File: src/rtl/cpu_bus_ctl.sv
// cpu_bus_ctl -- host-to-internal-bus cycle controller.
//
// Accepts one host read/write cycle at a time. Each cycle becomes one or more
// internal-bus master beats of INT_BYTES width. When the last beat has been
// acknowledged, the block waits DTACK_WS cycles and then returns dtackl to the
// host. If no ack arrives within TIMEOUT cycles of REQ entry, or of the
// previous ack, the cycle is abandoned and berrl is returned instead.
//
// Ports
//   sys_clk, resetl       clock (rising edge) and async active-low reset
//   dreqin                host cycle request (level, held until dtackl/berrl)
//   rwin, sizin, m68k     host read/write, size code, justification (latched)
//   ba, ack               internal-bus grant and beat acknowledge pulse
//   dtackl, berrl         host data-ack / bus-error (active low)
//   erd                   read-data latch enable toward the host data path
//   beat                  current beat index, for the lane mux
//   mreq/rw/w/justify     internal-bus master outputs, each with its own oe
//
// Every output is a flop. Each one is loaded from the next-state view, so the
// outputs change on the same edge as the state transition that causes them.
module cpu_bus_ctl #(
    parameter int INT_BYTES = 4,
    parameter int TIMEOUT   = 255,
    parameter int DTACK_WS  = 1,
    parameter int WCODE_W   = 4
) (
    input  logic               sys_clk,
    input  logic               resetl,
    input  logic               dreqin,
    input  logic               rwin,
    input  logic [1:0]         sizin,
    input  logic               m68k,
    input  logic               ba,
    input  logic               ack,
    output logic               dtackl,
    output logic               berrl,
    output logic               erd,
    output logic [2:0]         beat,
    output logic               mreq_out,
    output logic               mreq_oe,
    output logic               rw_out,
    output logic               rw_oe,
    output logic [WCODE_W-1:0] w_out,
    output logic               w_oe,
    output logic               justify_out,
    output logic               justify_oe
);

    localparam int LG_INT = $clog2(INT_BYTES);

    typedef enum logic [2:0] {
        S_IDLE,
        S_REQ,
        S_WS,
        S_DONE,
        S_ERR
    } state_t;

    // Host request fields captured when a cycle is accepted.
    typedef struct packed {
        logic       rw;
        logic [1:0] siz;
        logic       m68k;
    } req_t;

    state_t      state_q, state_d;
    req_t        req_q, req_d;
    logic [2:0]  beat_q, beat_d;
    logic [15:0] tmo_q, tmo_d;
    logic [16:0] tmo_inc;
    logic [3:0]  ws_q, ws_d;
    logic        armed_q, armed_d;
    logic        ack_ok;
    logic        last_beat;
    logic        in_req_d;

    // Number of beats minus one for a given size code.
    function automatic logic [3:0] beats_m1(input logic [1:0] siz);
        if (int'(siz) <= LG_INT) return 4'd0;
        return 4'((1 << (int'(siz) - LG_INT)) - 1);
    endfunction

    // Beat width in bytes: the host size, capped at the port width.
    function automatic logic [WCODE_W-1:0] beat_code(input logic [1:0] siz);
        if (int'(siz) <= LG_INT) return WCODE_W'(1 << int'(siz));
        return WCODE_W'(INT_BYTES);
    endfunction

    // An ack counts only while a beat is actually on the bus with grant held.
    assign ack_ok    = (state_q == S_REQ) && ba && ack;
    assign last_beat = ({1'b0, beat_q} == beats_m1(req_q.siz));
    assign tmo_inc   = {1'b0, tmo_q} + 17'd1;

    always_comb begin
        state_d = state_q;
        req_d   = req_q;
        beat_d  = beat_q;
        tmo_d   = tmo_q;
        ws_d    = ws_q;
        armed_d = armed_q;
        case (state_q)
            S_IDLE: begin
                // A request is taken only after an IDLE cycle with dreqin low.
                // A host that keeps dreqin high past dtackl is therefore not
                // given a second, unintended cycle.
                if (!dreqin) begin
                    armed_d = 1'b1;
                end else if (armed_q) begin
                    req_d   = '{rw: rwin, siz: sizin, m68k: m68k};
                    beat_d  = 3'd0;
                    tmo_d   = 16'd0;
                    ws_d    = 4'd0;
                    armed_d = 1'b0;
                    state_d = S_REQ;
                end
            end
            S_REQ: begin
                // The ack is checked before the timeout, so an ack in the
                // expiry cycle still completes the beat.
                if (ack_ok) begin
                    tmo_d = 16'd0;
                    if (last_beat) begin
                        ws_d    = 4'd0;
                        state_d = (DTACK_WS > 0) ? S_WS : S_DONE;
                    end else begin
                        beat_d = beat_q + 3'd1;
                    end
                end else begin
                    tmo_d = tmo_inc[15:0];
                    if (tmo_inc >= 17'(TIMEOUT)) state_d = S_ERR;
                end
            end
            S_WS: begin
                if (ws_q == 4'(DTACK_WS - 1)) state_d = S_DONE;
                else                          ws_d    = ws_q + 4'd1;
            end
            S_DONE: begin
                if (!dreqin) state_d = S_IDLE;
            end
            S_ERR: begin
                if (!dreqin) state_d = S_IDLE;
            end
            default: state_d = S_IDLE;
        endcase
    end

    assign in_req_d = (state_d == S_REQ);

    always_ff @(posedge sys_clk or negedge resetl) begin
        if (!resetl) begin
            state_q <= S_IDLE;
            req_q   <= '0;
            beat_q  <= 3'd0;
            tmo_q   <= 16'd0;
            ws_q    <= 4'd0;
            armed_q <= 1'b1;
        end else begin
            state_q <= state_d;
            req_q   <= req_d;
            beat_q  <= beat_d;
            tmo_q   <= tmo_d;
            ws_q    <= ws_d;
            armed_q <= armed_d;
        end
    end

    // Registered outputs. Outside REQ the bus outputs return to their
    // reset values. The enables follow the grant sampled on the same edge.
    always_ff @(posedge sys_clk or negedge resetl) begin
        if (!resetl) begin
            dtackl      <= 1'b1;
            berrl       <= 1'b1;
            erd         <= 1'b0;
            mreq_out    <= 1'b0;
            mreq_oe     <= 1'b0;
            rw_out      <= 1'b1;
            rw_oe       <= 1'b0;
            w_out       <= '0;
            w_oe        <= 1'b0;
            justify_out <= 1'b0;
            justify_oe  <= 1'b0;
        end else begin
            dtackl      <= !((state_d == S_DONE) && dreqin);
            berrl       <= !((state_d == S_ERR) && dreqin);
            erd         <= (state_d == S_DONE) && dreqin && req_d.rw;
            mreq_out    <= in_req_d;
            mreq_oe     <= in_req_d && ba;
            rw_out      <= in_req_d ? req_d.rw : 1'b1;
            rw_oe       <= in_req_d && ba;
            w_out       <= in_req_d ? beat_code(req_d.siz) : '0;
            w_oe        <= in_req_d && ba;
            justify_out <= in_req_d && req_d.m68k;
            justify_oe  <= in_req_d && ba;
        end
    end

    assign beat = beat_q;

endmodule

File: config.mk
export PLATFORM = sky130hd
export DESIGN_NAME = cpu_bus_ctl
export DESIGN_NICKNAME = d
export VERILOG_FILES = /design/src/rtl/cpu_bus_ctl.sv
export SDC_FILE = /design/constraint.sdc
export NUM_CORES = 1
export LEC_CHECK = 0
export ABC_AREA = 1
export CAP_MARGIN = 10
export CORE_AREA = 2 2 76 78
export CTS_CLUSTER_DIAMETER = 60
export DETAILED_ROUTE_END_ITERATION = 8
export DIE_AREA = 0 0 78 80
export PLACE_DENSITY = 0.63
export SYNTH_ARGS = -nofsm -noshare
export SYNTH_HDL_FRONTEND = slang
export SYNTH_SLANG_ARGS = --single-unit
File: constraint.sdc
create_clock -name sys_clk -period 3.42 [get_ports sys_clk]
set_input_delay 0.342 -clock sys_clk [delete_from_list [all_inputs] [get_ports sys_clk]]
set_output_delay 0.342 -clock sys_clk [all_outputs]
set_load 0.05 [all_outputs]
==> impl_metrics.yaml <==
run_status:
  status: "complete, no violations"
sta:
  rsz0062_at_grt: "no"
  fin_crit_sh: 0.6266
  setup_ws_ns: 1.277
  tightest_slew_ns: 0.9289
  hold_viol: 0
  slew_viol_final: 0
  whs_ns: 0.1790
  layout_min_cycle_time_ns: 2.143
  setup_viol_count_final: 0
  relSlewSlack: 0.3807
  fmax_mhz: 466.6
  tns_ns: 0
  finClkSkew_ns: 0.01008
clocking:
  clk_transition_reported_paths_ns: 0.09
  clock_sinks: 42
  clk-insertion-delay-late_ns: 0.30
  ctsResizeCount: 0
  cts_setup_buffers: 0
  hold_buffers: 0
  cts_buffers: 5
  clk_path_buf_depth: 2
  cts_max_level: 2
  cts_tree: "done"
  cts-root-buf: "clkbuf_8"
synth:
  postSynthNetCount: 307
  syn_area_sq_um: 2341
  synth_common_cells: "nand2_1 (62), inv_1 (44), dfrtp_1 (38)"
  synth_edf_count: 0
  synthArstFlopShare: 1.000
  synth_seq_cells: 42
  yosysUniqueCellTypes: 30
  post-synth-top-count-cell: "nand2_1"
  synth_flop_cell: "dfrtp_1"
  yosysSeqAreaShare: 0.4511
  yosys_warnings: 0
  syn_avg_cell_area_sq_um: 8.045
  synth.area.top_cells: "dfrtp_1 (41%), nand2_1 (9.9%), inv_1 (7.1%)"
  synthCells: 291
  synth.largest_area_cell: "dfrtp_1"
  synth_top_area_frac: 0.4062
routing:
  vias: 1882
  via_per_inst: 4.826
  first_pass_iters: 4
  drt-initial-drc-count: 114
  wl_per_cell_microns: 12.09
  ant_nets: 0
  routed_wl_microns: 4715
  drcViolationCount: 0
placement:
  place_area_sq_um: 2635
  gp_congestion: 0.8350
  place_ws_ns: 1.094
  dp_hpwl_microns: 3466
  port_buffers: 25
worst_setup_path:
  required_ns: 3.64
  cp-end-kind: "flop"
  regToRegEndpoint: "w_out[1]$_DFF_PN0_"
  crit_fanout: 12
  reg2regPathDepth: 7
  crit_type: "reg2reg"
  ff2ff_setup_slack_ns: 1.28
  worstReg2RegStart: "state_q[2]$_DFF_PN0_"
  crit_arrival_ns: 2.36
  start_kind: "flop"
layout:
  fin_area_sq_um: 2778
  post-route-util: 0.5139
  drive_above_1_share: 0.1101
  seq_area_sq_um: 1056
  nets: 333
  area_growth_pct: 18.65
  fillers: 528
  n_antenna_cell: 0
  multiInputGateArea_sq_um: 1075
floorplan:
  die_w_microns: 78
  dieArea_sq_um: 6240
  core_area_sq_um: 5405
  die_h_microns: 80
  start_util: 0.4331
  boundaryPins: 26
  row_count: 27
pwr:
  power.net_switching_w: 0.0009463
  power_leakage_nw: 1.301
  intPower_w: 0.001228
  ir_worst_vdd_uv: 514.8
  clkPwrFrac: 0.226
  seq_power_share: 0.319
  p_per_area_nw_per_um2: 782.8
  swShare: 0.4352
  comb_power_share: 0.454
global_routing:
  antenna_found_initial: 0
  grt_start_max_net_pins: 43
  grt_pass1_wl_microns: 8169
  grt_usage: 0.1664
  grt_pass1_vias: 1839
  overflow: 0
job:
  cap_violations: 0
hold_path:
  hold_path_class: "in2async"
-- critical path, cell delays in order, from the launching register on --
cell     delay (ns)
dfrtp_1        0.42
nor2_1         0.13
inv_1          0.08
nor2_1         0.19
nand3_1        0.43
o21ai_0        0.56
nand2_1        0.13
a21oi_2        0.11
-- state kept, by name, summed over array words and instances (netlist names) --
register and cells:
tmo_q 16, req_q 4, w_out 4, ws_q 4, beat 3, state_q 3, armed_q 1, berrl 1
dtackl 1, erd 1, justify_oe 1, justify_out 1, mreq_out 1, rw_out 1
-- placed cells by master (no fill, tap or decap), types with 8 or more instances in the layout --
cell type,synthesis,routed
nand2_1,62,62
inv_1,44,44
dfrtp_1,38,38
nor2_1,29,29
nand3_1,25,25
clkdlybuf4s50_1,0,24
o21ai_0,18,18
xor2_1,8,8
-- stage by stage --
step,total power (W),std cells
after floorplan,0.001445,291
after global placement,0.001687,382
after detailed placement,0.001696,382
after CTS,0.002198,390
after global routing,0.002323,390
final,0.002174,390
-- area by class of cell --
class / instances / share of cell area
Timing Repair Buffer: 25 / 0.08829
Clock inverter: 2 / 0.02162
Tap cell: 72 / 0.03243
Clock buffer: 6 / 0.02973
Multi-Input combinational cell: 198 / 0.3869
Inverter: 45 / 0.06081
Sequential cell: 42 / 0.3802
-- worst max-delay path by stage --
stage,from,endpoint,slack (ns)
2_1_floorplan,tmo_q[0]$_DFFE_PN0P_,rw_out$_DFF_PN1_,1.70
3_3_place_gp,dreqin,w_out[1]$_DFF_PN0_,1.21
3_5_place_dp,dreqin,w_out[1]$_DFF_PN0_,1.09
4_1_cts,state_q[2]$_DFF_PN0_,w_out[1]$_DFF_PN0_,1.24
5_1_grt,state_q[2]$_DFF_PN0_,w_out[1]$_DFF_PN0_,0.93
6_report,state_q[2]$_DFF_PN0_,w_out[1]$_DFF_PN0_,1.28
-- power groups by stage --
stage	registers, W	clock network, W	logic (W)
finish	0.000694	0.000492	0.000987
detailed placement	0.000700	0	0.000996
global placement	0.000704	0	0.000984
CTS	0.000694	0.000505	0.000999
floorplan	0.000872	0	0.000573
global route	0.000709	0.000522	0.00109
-- metal layers --
layer	wire, microns	GRT usage	vias up
met3	190	0.03959	6
met5	0	0	-
li1	-	-	976
met2	2214	0.2845	39
met4	55	0.06667	0
met1	2254	0.2023	861
-- cell families after synthesis --
family | synth area share
simple gates | 0.2774
buf+inv | 0.08979
flops | 0.4511
compound gates | 0.1021
xor+xnor | 0.04062
fa+ha+maj | 0.03741
other cells | 0.001602
No activity file was read; power rests on OpenSTA's default activity.
